==> config.mk <==
export PLATFORM = sky130hd
export DESIGN_NAME = mul_seq
export DESIGN_NICKNAME = d
export VERILOG_FILES = /design/src/rtl/mul_pkg.sv /design/src/rtl/mul_shift_add.sv /design/src/rtl/mul_seq.sv
export SDC_FILE = /design/constraint.sdc
export NUM_CORES = 1
export LEC_CHECK = 0
export BUFFER_PORTS_ARGS = -buffer_cell sky130_fd_sc_hd__clkbuf_2
export CAP_MARGIN = 25
export CORE_MARGIN = 10
export CORE_UTILIZATION = 35
export DETAILED_ROUTE_END_ITERATION = 10
export GPL_ROUTABILITY_DRIVEN = 0
export GPL_TIMING_DRIVEN = 0
export SYNTH_ARGS = -nofsm -noshare
export SYNTH_HDL_FRONTEND = slang
export SYNTH_SLANG_ARGS = --single-unit
==> constraint.sdc <==
create_clock -name clk -period 4.9 [get_ports clk]
set_input_delay 0.49 -clock clk [delete_from_list [all_inputs] [get_ports clk]]
set_output_delay 0.49 -clock clk [all_outputs]
set_load 0.01 [all_outputs]
==> src/rtl/mul_pkg.sv <==
// rtl/mul_pkg.sv - shared encodings for the iterative multiply sequencer
//
// Purpose: operation encodings, sequencer state enum and the iteration
// counter width helper used by mul_seq and mul_shift_add.
// Ports: none (package).
package mul_pkg;

    typedef enum logic [1:0] {
        OP_MUL   = 2'b00,
        OP_MLA   = 2'b01,
        OP_UMULL = 2'b10,
        OP_SMULL = 2'b11
    } op_e;

    typedef enum logic [2:0] {
        IDLE,
        ITER,
        NEG,
        ACC,
        WBLO,
        WBHI
    } state_e;

    // One extra bit so the counter can hold the value WIDTH itself.
    function automatic int cnt_width(input int width);
        return $clog2(width) + 1;
    endfunction

endpackage

==> src/rtl/mul_shift_add.sv <==
// rtl/mul_shift_add.sv - 2W product register with shift-add, negate and accumulate steps
//
// Purpose: datapath of the multiply sequencer. The multiplier is parked in
// the low half of the product register and consumed from bit 0 as the
// partial sum shifts in from the top, so after WIDTH steps the register
// holds the full 2W product.
// Ports:
//   clk, reset        clock and synchronous active-high reset
//   load              capture multiplicand, multiplier and addend; clear upper half
//   step              one shift-add iteration
//   neg               replace product with its two's complement
//   acc_en            low half += latched addend (modulo 2^W)
//   mcand, mplier     operand magnitudes sampled on load
//   addend            MLA addend sampled on load
//   product           current 2W product register
module mul_shift_add #(
    parameter int WIDTH = 32
) (
    input  logic                 clk,
    input  logic                 reset,
    input  logic                 load,
    input  logic                 step,
    input  logic                 neg,
    input  logic                 acc_en,
    input  logic [WIDTH-1:0]     mcand,
    input  logic [WIDTH-1:0]     mplier,
    input  logic [WIDTH-1:0]     addend,
    output logic [2*WIDTH-1:0]   product
);

    logic [WIDTH-1:0] mcand_r;
    logic [WIDTH-1:0] addend_r;
    logic [WIDTH:0]   sum;

    // Carry out of the upper-half add becomes the new MSB after the shift.
    always_comb begin
        sum = {1'b0, product[2*WIDTH-1:WIDTH]}
            + (product[0] ? {1'b0, mcand_r} : {(WIDTH+1){1'b0}});
    end

    always_ff @(posedge clk) begin
        if (reset) begin
            product  <= '0;
            mcand_r  <= '0;
            addend_r <= '0;
        end else if (load) begin
            product  <= {{WIDTH{1'b0}}, mplier};
            mcand_r  <= mcand;
            addend_r <= addend;
        end else if (step) begin
            product <= {sum, product[WIDTH-1:1]};
        end else if (neg) begin
            product <= -product;
        end else if (acc_en) begin
            product[WIDTH-1:0] <= product[WIDTH-1:0] + addend_r;
        end
    end

endmodule

==> src/rtl/mul_seq.sv <==
// rtl/mul_seq.sv - iterative MUL/MLA/UMULL/SMULL sequencer with register write-back strobes
//
// Purpose: accepts operands on a start pulse, runs WIDTH shift-add
// iterations, optionally negates (SMULL) or accumulates (MLA), then issues
// one write-back (RdLo/Rd) or two (RdLo then RdHi) for long multiplies.
// Ports:
//   clk, reset        clock and synchronous active-high reset
//   start, op         request pulse and operation, accepted only in IDLE
//   a, b, acc         multiplicand, multiplier, MLA addend (sampled at accept)
//   flush             abandon the in-flight operation
//   busy, long_op     sequencer active / active on a long multiply
//   wr_en, wr_hi      write strobe and RdHi qualifier
//   result            data for the current write-back
//   done              pulse on the final write-back
//   flag_n, flag_z    sign / zero of the final result, valid with done
module mul_seq
    import mul_pkg::*;
#(
    parameter int WIDTH = 32
) (
    input  logic             clk,
    input  logic             reset,
    input  logic             start,
    input  logic [1:0]       op,
    input  logic [WIDTH-1:0] a,
    input  logic [WIDTH-1:0] b,
    input  logic [WIDTH-1:0] acc,
    input  logic             flush,
    output logic             busy,
    output logic             wr_en,
    output logic             wr_hi,
    output logic [WIDTH-1:0] result,
    output logic             done,
    output logic             long_op,
    output logic             flag_n,
    output logic             flag_z
);

    localparam int CW = cnt_width(WIDTH);

    state_e              state, state_next;
    op_e                 op_r;
    logic                neg_r;
    logic [CW-1:0]       cnt;
    logic [2*WIDTH-1:0]  product;

    logic                accept;
    logic                is_smull_in;
    logic                is_long;
    logic                last;
    logic                load, step, neg_en, acc_en;
    logic [WIDTH-1:0]    a_mag, b_mag;

    assign is_smull_in = (op_e'(op) == OP_SMULL);
    assign accept      = (state == IDLE) && start && !flush;
    assign is_long     = (op_r == OP_UMULL) || (op_r == OP_SMULL);

    assign a_mag = (is_smull_in && a[WIDTH-1]) ? -a : a;
    assign b_mag = (is_smull_in && b[WIDTH-1]) ? -b : b;

    always_ff @(posedge clk) begin
        if (reset) begin
            state <= IDLE;
            op_r  <= OP_MUL;
            neg_r <= 1'b0;
            cnt   <= '0;
        end else begin
            state <= state_next;
            if (accept) begin
                op_r <= op_e'(op);
                // A zero operand yields a zero product, which needs no NEG pass.
                neg_r <= is_smull_in && (a[WIDTH-1] ^ b[WIDTH-1]) && (|a) && (|b);
                cnt   <= CW'(WIDTH);
            end else if (state == ITER) begin
                cnt <= cnt - CW'(1);
            end
        end
    end

    assign last = (cnt == CW'(1));

    always_comb begin
        state_next = state;
        load       = 1'b0;
        step       = 1'b0;
        neg_en     = 1'b0;
        acc_en     = 1'b0;
        case (state)
            IDLE: begin
                if (accept) begin
                    load       = 1'b1;
                    state_next = ITER;
                end
            end
            ITER: begin
                step = 1'b1;
                if (last) begin
                    if (op_r == OP_SMULL && neg_r) state_next = NEG;
                    else if (op_r == OP_MLA)       state_next = ACC;
                    else                           state_next = WBLO;
                end
            end
            NEG: begin
                neg_en     = 1'b1;
                state_next = WBLO;
            end
            ACC: begin
                acc_en     = 1'b1;
                state_next = WBLO;
            end
            WBLO: state_next = is_long ? WBHI : IDLE;
            WBHI: state_next = IDLE;
            default: state_next = IDLE;
        endcase
        if (flush && state != IDLE) begin
            state_next = IDLE;
            step       = 1'b0;
            neg_en     = 1'b0;
            acc_en     = 1'b0;
        end

        busy    = (state != IDLE);
        long_op = busy && is_long;
        wr_hi   = (state == WBHI);
        wr_en   = ((state == WBLO) || (state == WBHI)) && !flush;
        done    = (((state == WBLO) && !is_long) || (state == WBHI)) && !flush;
        result  = '0;
        if (state == WBLO) result = product[WIDTH-1:0];
        if (state == WBHI) result = product[2*WIDTH-1:WIDTH];
        flag_n  = done && (is_long ? product[2*WIDTH-1] : product[WIDTH-1]);
        flag_z  = done && (is_long ? (product == '0) : (product[WIDTH-1:0] == '0));
    end

    mul_shift_add #(.WIDTH(WIDTH)) u_shift_add (
        .clk     (clk),
        .reset   (reset),
        .load    (load),
        .step    (step),
        .neg     (neg_en),
        .acc_en  (acc_en),
        .mcand   (a_mag),
        .mplier  (b_mag),
        .addend  (acc),
        .product (product)
    );

endmodule

Word-level counts from Yosys, hierarchy flattened
Index checks and enable logic that the tools add are counted.
{"block": "classes", "n_addsub": 6, "eq_ne": 12, "n_mux": 28, "bitwise": 1, "reduce_logical": 34}
{"op": "$mux W32", "count": 9}
{"op": "$logic_not A64 Y1", "count": 1}
{"op": "$mux W64", "count": 1}
{"op": "$neg A32 Y32", "count": 2}
{"op": "$neg A64 Y64", "count": 1}
{"op": "$reduce_or A32 Y1", "count": 2}
{"op": "$add A32 B33 Y33", "count": 1}
{"op": "$add A32 B32 Y32", "count": 1}
{"op": "$logic_not A32 Y1", "count": 1}
{"op": "$logic_and A1 B1 Y1", "count": 15}
{"op": "$mux W3", "count": 5}
{"op": "$mux W6", "count": 2}
{"op": "$pmux W3 S4", "count": 1}
{"op": "$mux W1", "count": 10}
{"op": "$reduce_or A2 Y1", "count": 4}
{"op": "$eq A2 B2 Y1 const B", "count": 3}
{"op": "$eq A3 B2 Y1 const B", "count": 2}
{"op": "$eq A3 B3 Y1 const B", "count": 2}
{"op": "$eq A6 B1 Y1 const B", "count": 1}
{"op": "$sub A6 B1 Y6 const B", "count": 1}
{"op": "$ne A2 B2 Y1 const B", "count": 2}
{"op": "$reduce_bool A2 Y1", "count": 2}
{"op": "$reduce_bool A4 Y1", "count": 1}
{"op": "$eq A3 B1 Y1 const B", "count": 1}
{"op": "other kinds (7)", "count": 10}
{"block": "word_totals", "regBits": 140, "inputBits": 102, "out_inout_bits": 39, "word_cells": 90}

Logic depth before layout (Yosys ltp)
{"block": "depth", "depth_word": 7, "depth_mapped": 15, "depth_no_buf": 12}

Cells and area by module
A second synthesis with hierarchy kept.
{"block": "unflattened", "hier_cells": 1642, "area_unflattened_um2": 12543.3}
{"module": "mul_shift_add", "instances": 1, "cells_per_inst": 1283, "area_per_inst_um2": 10077.2}
{"module": "mul_seq", "instances": 1, "cells_per_inst": 359, "area_per_inst_um2": 2466.1}

Worst setup path before layout
No wires, ideal clock.
{"block": "synth_path", "kind": "register to output", "startpoint": "register u_shift_add.product[0]", "endpoint": "output flag_z", "arrival_ns": 2.720, "path_slack_ns": 1.690, "path_stages_with_launch": 14, "n_path_buf": 3, "cell_sequence": "dfxtp_1 -> buf_2 -> clkbuf_1 -> inv_1 -> ha_1 -> or3b_4 -> or4_4 -> buf_6 -> nand4b_4 -> nor2_1 -> nand2_1 -> nor4_1 -> a21oi_1 -> nor2_1"}
{"block": "synth_between", "elab_chain_cells": 3}
{"item": "from (decl)", "line": "mul_shift_add.sv:28", "rtl": "output logic [2*WIDTH-1:0] product"}
{"item": "from (signal assigned)", "line": "mul_shift_add.sv:47", "rtl": "product <= {{WIDTH{1'b0}}, mplier};"}
{"item": "from (signal assigned)", "line": "mul_shift_add.sv:51", "rtl": "product <= {sum, product[WIDTH-1:1]};"}
{"item": "from (signal assigned)", "line": "mul_shift_add.sv:53", "rtl": "product <= -product;"}
{"item": "$logic_not A64 Y1 / $logic_not A32 Y1 (equally long branches)", "line": "mul_seq.sv:131", "rtl": "flag_z = done && (is_long ? (product == '0) : (product[WIDTH-1:0] == '0));"}
{"item": "$mux W1 (*)", "line": "mul_seq.sv:131"}
{"item": "$logic_and A1 B1 Y1 (*)", "line": "mul_seq.sv:131"}
{"item": "to (decl)", "line": "mul_seq.sv:36", "rtl": "output logic flag_z"}
Mark *: on every way between the ends. The rest lies on a longest branch, timed or not.

Worst setup path in the final report
Same ends and word-level chain as after synthesis.

==> summary by stage <==
Setup path
The critical setup path kind is flip-flop to primary output. The arrival time of the worst setup path is 4020 ps. Walking the worst path, the cells encountered are buf_2, clkbuf_1, inv_1, ha_1, or3b_4, or4_4, buf_6, nand4b_4, nor2_1, nand2_1, nor4_1, a21oi_1, nor2_1, clkbuf_2. The nature of the critical path startpoint is a flip-flop. The most numerous cell type found on the critical path is sky130_fd_sc_hd__nor2_1. The delay of the slowest cell on the worst path is between 400 and 500 ps.

The element type at the critical path end is a primary output. In this run the register-to-register setup slack is roughly 800 ps. The largest individual stage delay along the critical path comes from the cell sky130_fd_sc_hd__or4_4. Along the worst path, the maximum fanout reaches 10. STA puts the critical path data required time at 4410 ps.

Synth
The fraction of the mapped netlist area in simple logic gates is 0.240. For this run, the leading register cell type out of synthesis is sky130_fd_sc_hd__dfxtp_1. In this run, distinct cell masters in the synthesized netlist total 84. The number of warnings issued by yosys is 0.

In this run, synthesis produced a sequential element count of 140. The xor and xnor fraction of the mapped netlist area is 0.114. The async set-reset flop share out of synthesis is 0. The synthesized-area fraction occupied by adder cells is 0.0736.

The fraction of the mapped netlist area in compound gates came to 0.267. The share of synthesized area spent on multiplexers is 0.0340. The average cell area after synthesis is 7.45 sq um. Yosys mapped a number of flops with a built-in enable equal to 0.

The cell count after synthesis came out at around 1,600. The portion of the post-synthesis area used by sequential elements is 0.232. The synthesized area is between 10,000 and 15,000 sq um.

After synthesis, the largest family of logic cells by area is compound AO/OA/AOI/OAI gates. When the netlist entered floorplanning its net count stood at 1,795.

Final layout
Excluding fillers, the count of instances in the completed layout stands at 2,252. The share of final-layout standard cells stronger than drive strength 1 is 0.123. The number of nets in the layout is 1,955.

The library cells used most frequently in the layout, excluding fill and tap cells, are sky130_fd_sc_hd__nor2_1, sky130_fd_sc_hd__nand2_1, sky130_fd_sc_hd__a21oi_1. The most common library cell in the layout ignoring fill and taps is sky130_fd_sc_hd__nor2_1. The area overhead of the layout relative to synthesis is 15.7%.

Floorplanning
The total I/O pin count is ~140. The initial core utilization is 0.353. The total area inside the core boundary comes to 34,300 sq um.

The die footprint is 42,400 sq um. The die span in y is 206 um. The floorplan step set the die width to 206 um.

After floorplanning, the core was divided into 68 placement rows.

Place
Buffers placed on the I/O ports in this run total 140. The worst setup timing slack at the placement stage is 920 ps. Once detailed placement completed, the half-perimeter wirelength came to roughly 37,000 um.

After detailed placement, the design holds a cell count of 2,218.

Clocking
The later-pin clock latency in the skew report is 450 ps. After clock tree synthesis, the clock-pin slew on the worst setup and hold paths is approximately 70 ps. In this run the clock root is driven by a sky130_fd_sc_hd__clkbuf_16. The total clock sinks is 140. The clock passes through at most 2 buffers.

The number of setup buffers added after CTS is 0. The total CTS buffers is 17. The number of buffers inserted by hold repair at cts is 0.

TritonCTS built the clock tree. The post-cts repair resize count is 0. CTS built an H-tree with a depth of 4.

Power
For this design the static power due to leakage is 0.00562 uW. The worst vdd rail ir drop is 270 uV. The cell area power density is 254 nW/um^2. Power comes to between 3000 and 4000 uW.

STA
In the finished design, the share of the clock period the worst path needs comes to 0.920. Across the routed clock network, the largest skew measured is 17.2 ps. Setup repair after global routing left no endpoint under its margin.

Measured against its own limit, the worst slew margin works out to 0.217. The final-report hold violation count is 0. The count of final max-slew check failures is 0.

Subtracting the final worst setup slack from the clock period gives 4510 ps. After layout, the worst setup slack is 392 ps. Setup violations remaining at the end of the flow were counted as 0. The pin slew with the least headroom to its limit is 1170 ps. The fmax is 222 MHz. The sum of negative setup slack is 0 ps.

Global routing
For this run, the total global-route usage over all layers was measured as 0.217. The number of antenna violations at the first check in global routing is 4. The via count of the first global-routing pass was 12,757. The global-route wire length before repair is 71,500 um.

Entering global routing, the biggest net connects 17 pins. The total grt overflow is 0.

Detailed routing
The total length of routed wires is between 40,000 and 50,000 um. The via count of the routed design is between 10,000 and 15,000. After detailed routing, the average wire length per cell comes to 21.1 um. The violation count after the first detailed-routing iteration is ~1,500.

For this run, design rule violations remaining after detail routing come to 0. The first detailed-routing pass ran for 7 iterations. The via density per instance is 5.88.

The count of nets left with antenna violations once routing finished came out at 0.

Flow run
Max-cap violations in this run came to 0.

Hold path
The type of the tightest min-delay check is input pin to flip-flop.

Status
The run finished with clean final reports.
==> cell usage after synthesis (4+ instances only) <==
cell type | count | area [sq um]
sky130_fd_sc_hd__a21o_1 | 33 | 248
sky130_fd_sc_hd__buf_2 | 11 | 55.1
sky130_fd_sc_hd__nand2b_1 | 11 | 68.8
sky130_fd_sc_hd__clkbuf_1 | 82 | 308
sky130_fd_sc_hd__o21a_1 | 5 | 37.5
sky130_fd_sc_hd__or2_2 | 7 | 43.8
sky130_fd_sc_hd__a211oi_1 | 57 | 428
sky130_fd_sc_hd__or4_4 | 4 | 45.0
sky130_fd_sc_hd__o221ai_1 | 9 | 78.8
sky130_fd_sc_hd__nor2b_1 | 12 | 75.1
sky130_fd_sc_hd__or3_1 | 18 | 113
sky130_fd_sc_hd__xnor2_1 | 79 | 692
sky130_fd_sc_hd__dfxtp_1 | 140 | 2800
sky130_fd_sc_hd__mux2i_1 | 40 | 400
sky130_fd_sc_hd__a22oi_1 | 5 | 37.5
sky130_fd_sc_hd__xor2_1 | 78 | 683
sky130_fd_sc_hd__o211ai_1 | 17 | 128
sky130_fd_sc_hd__nand2_1 | 164 | 616
sky130_fd_sc_hd__a222oi_1 | 5 | 50.1
sky130_fd_sc_hd__o41ai_1 | 10 | 87.6
sky130_fd_sc_hd__a221oi_1 | 6 | 52.6
sky130_fd_sc_hd__o21ai_0 | 83 | 415
sky130_fd_sc_hd__ha_1 | 68 | 851
sky130_fd_sc_hd__o21ai_1 | 4 | 20.0
sky130_fd_sc_hd__nor4_1 | 19 | 119
sky130_fd_sc_hd__and2_1 | 41 | 257
sky130_fd_sc_hd__a2111oi_0 | 5 | 43.8
sky130_fd_sc_hd__o31ai_1 | 20 | 150
sky130_fd_sc_hd__a31oi_1 | 13 | 81.3
sky130_fd_sc_hd__o31a_1 | 4 | 35.0
sky130_fd_sc_hd__a21oi_1 | 156 | 781
sky130_fd_sc_hd__nor2_1 | 201 | 754
sky130_fd_sc_hd__nand3_1 | 28 | 140
sky130_fd_sc_hd__or4_1 | 8 | 60.1
sky130_fd_sc_hd__o22ai_1 | 23 | 144
sky130_fd_sc_hd__inv_1 | 26 | 97.6
sky130_fd_sc_hd__o21bai_1 | 7 | 52.6
sky130_fd_sc_hd__nand4_1 | 9 | 56.3
sky130_fd_sc_hd__a311oi_1 | 7 | 61.3
sky130_fd_sc_hd__and3_1 | 7 | 43.8
sky130_fd_sc_hd__nor3_1 | 39 | 195
==> cell families after synthesis <==
logic type	after synthesis
DFF	140
muxes	41
adders and majority gates	70
AOI/OAI and AO/OA	499
and+or+nand+nor	593
xor gates and xnor gates	157
buffers and inverters	123
==> per-layer routing <==
metal | routed length [um] | track usage | vias to the layer above
met1 | 20400 | 0.283 | 6247
li1 | - | - | 6263
met2 | 20700 | 0.334 | 614
met4 | 1510 | 0.0839 | 2
met5 | 19 | 0 | -
met3 | 4930 | 0.0591 | 115
==> flip-flops by register name, summed over array words and instances (netlist names) <==
register,flops
op_r,2
neg_r,1
u_shift_add.product,64
u_shift_add.addend_r,32
u_shift_add.mcand_r,32
state,3
cnt,6
==> critical path, delay by kind of cell, from the launching register on <==
family / cells / cell delay, ps
AND/OR/NAND/NOR: 7 / 1960
buffers and inverters: 5 / 960
flip-flops: 1 / 310
adder cells (fa/ha/maj): 1 / 180
AO/OA/AOI/OAI: 1 / 150
==> report_power, final <==
part	internal, uW	switching, uW	leakage [uW]	total [uW]
Sequential	1200	81.0	0.00114	1280
Combinational	317	527	0.00418	844
Clock	852	583	0.000299	1430
==> worst paths after layout <==
check                       endpoint               startpoint  depth (start not counted)
min reg2reg  u_shift_add.mcand_r[31]  u_shift_add.mcand_r[31]                          2
max                           flag_z   u_shift_add.product[0]                         14
max reg2reg  u_shift_add.product[63]   u_shift_add.product[0]                         14
min          u_shift_add.addend_r[1]                   acc[1]                          3
==> through the flow <==
step / hold slack, ps / cell area, sq um / util
finish: 265 / 14000 / 0.408
global route: 278 / 14000 / 0.408
CTS: 259 / 14000 / 0.408
detailed placement: 444 / 13400 / 0.390
global placement: 439 / 13400 / 0.390
floorplan: 427 / 12100 / -
==> final cells by class <==
cell class	count	area, sq um
multi-input combinational	1360	8810
sequential	140	2800
antenna	2	5.00
buffer	97	393
tap	455	569
clock inverter	14	194
timing repair buffer	141	706
inverter	26	97.6
clock buffer	17	425
fill	3658	20300
Note: power is estimated with default switching activity, not from simulation.
